File: src/rtl/seq_issuer.sv
// Issue controller for the five-stage sequencer: accepts a run request, pulses start, counts WB stages, pulses done.
// Optional SEQ_ISSUER_CHECK_EN adds a stage-order checker that sets a sticky err and aborts the run.
module seq_issuer #(
    parameter int CNT_W = 8
) (
    input  logic             m_clock,
    input  logic             p_reset,
    input  logic             req_valid,
    input  logic [CNT_W-1:0] req_count,
    output logic             req_ready,
    input  logic [2:0]       state_in,
    output logic             start,
    output logic             busy,
    output logic             done,
    output logic [CNT_W-1:0] retired,
    output logic             err
);

    typedef enum logic [1:0] {
        S_IDLE  = 2'd0,
        S_ISSUE = 2'd1,
        S_RUN   = 2'd2
    } state_t;

    localparam logic [2:0] STG_IF = 3'd1;
    localparam logic [2:0] STG_WB = 3'd5;

    state_t           state_q, state_d;
    logic [CNT_W-1:0] target_q, target_d;
    logic [CNT_W-1:0] retired_q, retired_d;
    logic             done_q, done_d;
    logic [CNT_W-1:0] retired_inc;
    logic             accept;

`ifdef SEQ_ISSUER_CHECK_EN
    logic [2:0] exp_q, exp_d;
    logic       err_q, err_d;
`endif

    // Outputs decode registered state only, so inputs never reach them combinationally.
    assign req_ready   = (state_q == S_IDLE);
    assign start       = (state_q == S_ISSUE);
    assign busy        = (state_q != S_IDLE);
    assign done        = done_q;
    assign retired     = retired_q;
    assign accept      = req_valid && (state_q == S_IDLE);
    assign retired_inc = retired_q + CNT_W'(1);

`ifdef SEQ_ISSUER_CHECK_EN
    assign err = err_q;
`else
    assign err = 1'b0;
`endif

    always_comb begin
        state_d   = state_q;
        target_d  = target_q;
        retired_d = retired_q;
        done_d    = 1'b0;
`ifdef SEQ_ISSUER_CHECK_EN
        exp_d     = exp_q;
        err_d     = err_q;
`endif
        case (state_q)
            S_IDLE: begin
                if (accept) begin
                    target_d  = req_count;
                    retired_d = '0;
`ifdef SEQ_ISSUER_CHECK_EN
                    err_d     = 1'b0;
`endif
                    if (req_count == '0) begin
                        done_d = 1'b1;
                    end else begin
                        state_d = S_ISSUE;
                    end
                end
            end
            S_ISSUE: begin
                state_d = S_RUN;
`ifdef SEQ_ISSUER_CHECK_EN
                exp_d   = STG_IF;
`endif
            end
            S_RUN: begin
`ifdef SEQ_ISSUER_CHECK_EN
                if (state_in != exp_q) begin
                    // Out-of-order stage: abort the run, keep the count reached so far.
                    err_d   = 1'b1;
                    done_d  = 1'b1;
                    state_d = S_IDLE;
                end else begin
                    exp_d = (exp_q == STG_WB) ? STG_IF : exp_q + 3'd1;
                    if (state_in == STG_WB) begin
                        retired_d = retired_inc;
                        if (retired_inc == target_q) begin
                            done_d  = 1'b1;
                            state_d = S_IDLE;
                        end
                    end
                end
`else
                if (state_in == STG_WB) begin
                    retired_d = retired_inc;
                    if (retired_inc == target_q) begin
                        done_d  = 1'b1;
                        state_d = S_IDLE;
                    end
                end
`endif
            end
            default: state_d = S_IDLE;
        endcase
    end

    always_ff @(posedge m_clock or posedge p_reset) begin
        if (p_reset) begin
            state_q   <= S_IDLE;
            target_q  <= '0;
            retired_q <= '0;
            done_q    <= 1'b0;
        end else begin
            state_q   <= state_d;
            target_q  <= target_d;
            retired_q <= retired_d;
            done_q    <= done_d;
        end
    end

`ifdef SEQ_ISSUER_CHECK_EN
    always_ff @(posedge m_clock or posedge p_reset) begin
        if (p_reset) begin
            exp_q <= STG_IF;
            err_q <= 1'b0;
        end else begin
            exp_q <= exp_d;
            err_q <= err_d;
        end
    end
`endif

endmodule

File: config.mk
export PLATFORM = sky130hd
export DESIGN_NAME = seq_issuer
export DESIGN_NICKNAME = d
export VERILOG_FILES = /design/src/rtl/seq_issuer.sv
export SDC_FILE = /design/constraint.sdc
export NUM_CORES = 1
export LEC_CHECK = 0
export BUFFER_PORTS_ARGS = -buffer_cell sky130_fd_sc_hd__buf_2
export CAP_MARGIN = 20
export CORE_MARGIN = 3
export CORE_UTILIZATION = 40
export DETAILED_ROUTE_END_ITERATION = 12
export PLACE_DENSITY = 0.64
export SLEW_MARGIN = 20
export SYNTH_ARGS = -nofsm -noshare
export SYNTH_HDL_FRONTEND = slang
export SYNTH_SLANG_ARGS = --single-unit
File: constraint.sdc
create_clock -name m_clock -period 4 [get_ports m_clock]
set_clock_uncertainty 0.05 [all_clocks]
set_input_delay 0.4 -clock m_clock [delete_from_list [all_inputs] [get_ports m_clock]]
set_output_delay 0.4 -clock m_clock [all_outputs]
set_load 0.05 [all_outputs]
Word level (Yosys, flattened, before mapping)
Index checks and enable logic that the tools add are counted.
Widths: inputs -> output; s select.

operators by class
  add/subtract/negate cells = 1
  eq/ne operators = 8
  mux-type cells = 13
  reductions and logical operators = 8

operator list
  operator             count
  $mux 8               2
  $pmux 8 s2           1
  $add 8x1->8 const B  1
  $eq 8x8->1           1
  $logic_not 8->1      1
  $mux 2               4
  $ne 2x2->1 const B   3
  $pmux 2 s3           1
  $mux 1               4
  $reduce_and 4->1     1
  $reduce_bool 2->1    2
  $eq 3x3->1 const B   1
  $reduce_and 3->1     1
  $eq 2x1->1 const B   1
  $eq 2x2->1 const B   1
  $logic_not 2->1      1
  $ne 2x1->1 const B   1
  $pmux 1 s2           1
  $reduce_and 2->1     1
  $logic_and 1x1->1    1

storage, ports and cells
  register bits after elaboration = 19
  bits of input ports = 14
  output and inout port bits = 13
  word-level logic and storage cells = 34

Longest topological paths before layout
  word-level depth = 5
  gate-level depth with buffers = 7
  gate-level depth less buffers = 6

Worst setup path before layout
Ideal clock, no wire load.

  path kind = flip-flop to flip-flop
  start = reg retired_q[0], in the netlist retired[0]
  end = reg state_q[1]
  setup time = 0.129 ns
  data arrival time = 2.549 ns
  data required time = 3.821 ns
  setup slack = 1.272 ns
  stages on the path, launching flop included = 7
  path buffers = 0
  clock period less this slack = 2.728 ns
  cells stage by stage = dfrtp_1 > ha_1 > nand3_1 > or3_1 > a221o_1 > a221o_1 > o41a_1

on the way
  word-level cells in the longest chain between the ends = 4

ends and longest elaborated chain
  item                        RTL line  RTL
  start: declaration          30        logic [CNT_W-1:0] retired_q, retired_d;
  start signal: assignment    125       retired_q <= retired_d;
  $add 8x1->8                 47        assign retired_inc = retired_q + CNT_W'(1);
  $eq 8x8->1                  105       if (retired_inc == target_q) begin
  $ne 2x2->1 (no line)        n/a
  $reduce_and 4->1 (no line)  n/a
  end signal: assignment      123       state_q <= state_d;
  end: declaration            28        state_t state_q, state_d;

No other way between the ends.
A chain may end at the register's enable or synchronous reset.

Worst setup path in the final report
Same ends and word-level chain as after synthesis.

==> results by group <==
Clocking
  • Setup bufs post-CTS: 0
  • Clock latency at the later pin of the worst-skew pair: 0.31 ns
  • PostCTS Resize Cnt: 0
  • Clock-pin slew on the worst setup and hold paths: 0.11 ns
  • CTS Root Cell: clkbuf_4
  • Number of CTS-inserted buffers: 3
  • Hold-fix buffers, CTS: 0
  • CTS Buffer Depth: 2
  • H-tree Lvls: 1
  • TritonCTS clock tree: yes
  • CTS sink count: 19

Power and ir drop
  • Clock power share: 13.5%
  • Pint: between 0.0004 and 0.0005 W
  • Worst VDD drop: around 0.00040 V
  • Comb power frac: 44.2%
  • Leakage Power: roughly 0.55 nW
  • Pwr Density: 590.8 mW/mm^2
  • Switch share: roughly 44%
  • Seq pwr share: a little over two fifths
  • Switching power: 0.0003293 W

Die
  • Core area: 0.002567 sq mm
  • Num rows: 18
  • Top-level I/O count: 27
  • Die height: 58.82 microns
  • Die width: a little under 60 microns
  • Starting Density: 43.47%
  • Die ar.: about 0.0035 sq mm

Synth
  • Synthesis Warnings: 0
  • Number of flops mapped to enable cells by yosys: 0
  • Synth unique cells: 36
  • Ys async rst share: 100.0%
  • Share of the synthesized area in the top cell type: 42.60%
  • Syn nets: about 140
  • Area leader, netlist: dfrtp_1
  • Yosys reg bits: 19
  • Most common cell in the netlist: dfrtp_1
  • Synth Instances: 120
  • Synth Flop Type: dfrtp_1
  • Syn avg cell area: 9.301 sq um
  • Register area share after synthesis: 42.60%
  • Syn Std Cell Area: 0.001116 sq mm
  • Top cells by count, synth: dfrtp_1 (19), o21ai_0 (16), nor2_1 (13), mux2_2 (7), inv_1 (6)
  • Top cells by area, synth: dfrtp_1 (43%), o21ai_0 (7.2%), mux2_2 (7.1%)

Worst setup path
  • Worst Path Buf+Inv: 0
  • Crit-path max cell delay: 0.48 ns
  • Slowest CP cell: dfrtp_1
  • CP Launch Type: flop
  • Required time of the critical path: 4.15 ns
  • CP endpoint kind: flop
  • CP Class: reg2reg
  • Critical path cell sequence: ha_1 > nand3_1 > or3_1 > a221o_1 > a221o_1 > o41a_1
  • Worst-path fanout max: 7
  • Delay-heaviest family, CP: compound AO/OA/AOI/OAI gates
  • Worst path arrival time: 2.72 ns
  • Most used cell along the critical path: a221o_1
  • Worst reg-to-reg setup slack: 1.43 ns

Route
  • Vias per cell: between 5 and 6
  • Vias post-DR: 960
  • Antenna-violating nets left: 0
  • DR pass1 iterations: 4
  • DR WL/cell: 14.16 microns
  • DRC errors left: 0
  • Total Wirelength: 2435 microns
  • Initial DRC count: 35

GRT
  • Global-route wire length before repair: 4071 microns
  • Largest net degree at the start of global routing: 20
  • Total grt overflow: 0
  • Number of global-route vias before repair: 892
  • Total global-route track usage: 15.98%
  • Initial antenna violation count: 0

Cells and area
  • N_diodes: 0
  • Layout cells sized above 1: 27.46%
  • Area delta synth->final: 13.34%
  • Nets@finish: 158
  • Final Util: 49.27%

Placed design
  • Post-DP HPWL: 1840 microns
  • Pre-CTS setup slack: 1.475 ns
  • Port bufs: 25
  • Placer Congestion: 0.9039

Timing
  • Sum Neg Setup Slack: 0 ns
  • Relative slew slack: 46.41%
  • Least-Margin Pin Slew: 0.7967 ns
  • Final setup violation count: 0
  • Final worst setup slack: ~1.4 ns
  • Tcrit/Tclk final: 64.28%
  • Final hold violation count: 0
  • RSZ-0062 raised after global routing: no
  • Max Clock Freq: ~400 MHz
  • Fin crit period: 2.571 ns
  • Final Max Tran Viols: 0

Run status
  • Status: finished, final reports clean

Run
  • Maxcap violations: 0

Worst hold path
  • Hold WC Path Type: in2async
metrics by stage:
| step | power (W) | instances | hold slack [ns] | area (sq um) |
|---|---|---|---|---|
| 2_1_floorplan | 0.0005704 | 120 | 0.3011 | 1116 |
| 3_3_place_gp | 0.0006428 | 168 | 0.4600 | 1237 |
| 3_5_place_dp | 0.0006496 | 168 | 0.4608 | 1237 |
| 4_1_cts | 0.0007492 | 172 | 0.1639 | 1265 |
| 5_1_grt | 0.0007948 | 172 | 0.1807 | 1265 |
| 6_report | 0.0007473 | 172 | 0.1352 | 1265 |
cell families after synthesis:
| group | synth area share, % |
|---|---|
| DFF | 42.60 |
| other | 0.3360 |
| buffers and inverters | 5.717 |
| muxes | 7.063 |
| adders and majority gates | 1.121 |
| AOI/OAI and AO/OA | 19.17 |
| xor gates and xnor gates | 4.708 |
| and+or+nand+nor | 19.29 |
cell usage in the layout, fill, tap and decap left out, types with 3 or more instances in the layout:
cell and instances:
or3_1 3, dfrtp_1 19, nand3_1 4, inv_1 6, o31ai_1 4, clkbuf_4 3
a21oi_1 3, buf_2 25, nor2b_1 3, xnor2_1 4, nor2_1 13, o21ai_0 16
mux2_2 7, nand2_1 5
per-layer routing:
| layer | share of wire, % | vias up | global-route usage (%) |
|---|---|---|---|
| met1 | 49 | 447 | 21.19 |
| met5 | 0 | - | 0 |
| met2 | 43 | 27 | 23.82 |
| li1 | - | 479 | - |
| met4 | 2.7 | 0 | 8.738 |
| met3 | 4.8 | 7 | 3.947 |
final cells by class:
type | count | area, sq um
fillers | 265 | 1303
multi-input cells | 88 | 576.8
flip-flops and latches | 19 | 475.5
repair buffers | 25 | 125.1
well taps | 30 | 37.54
clock buffers | 3 | 22.52
inverters | 6 | 22.52
clock inverters | 1 | 5.005
power groups by stage:
stage	combinational, W	sequential [W]	clock [W]
floorplan	0.000235	0.000336	0
global placement	0.000326	0.000317	0
detailed placement	0.000330	0.000320	0
CTS	0.000331	0.000315	0.000103
global route	0.000361	0.000325	0.000109
finish	0.000331	0.000316	0.000101
state kept, by name, summed over array words and instances, names as in the netlist:
| signal | cells |
|---|---|
| state_q | 2 |
| retired | 8 |
| target_q | 8 |
| done | 1 |
worst paths after layout:
check	start	end	cells after the start
hold / removal	p_reset	target_q[2]	2
setup / recovery	retired[0]	state_q[1]	6
setup reg to reg	retired[0]	state_q[1]	6
max in group asynchronous	p_reset	retired[0]	2
min in group m_clock	req_count[4]	target_q[4]	3
hold reg to reg	retired[7]	retired[7]	1
No activity file was read; power rests on OpenSTA's default activity.
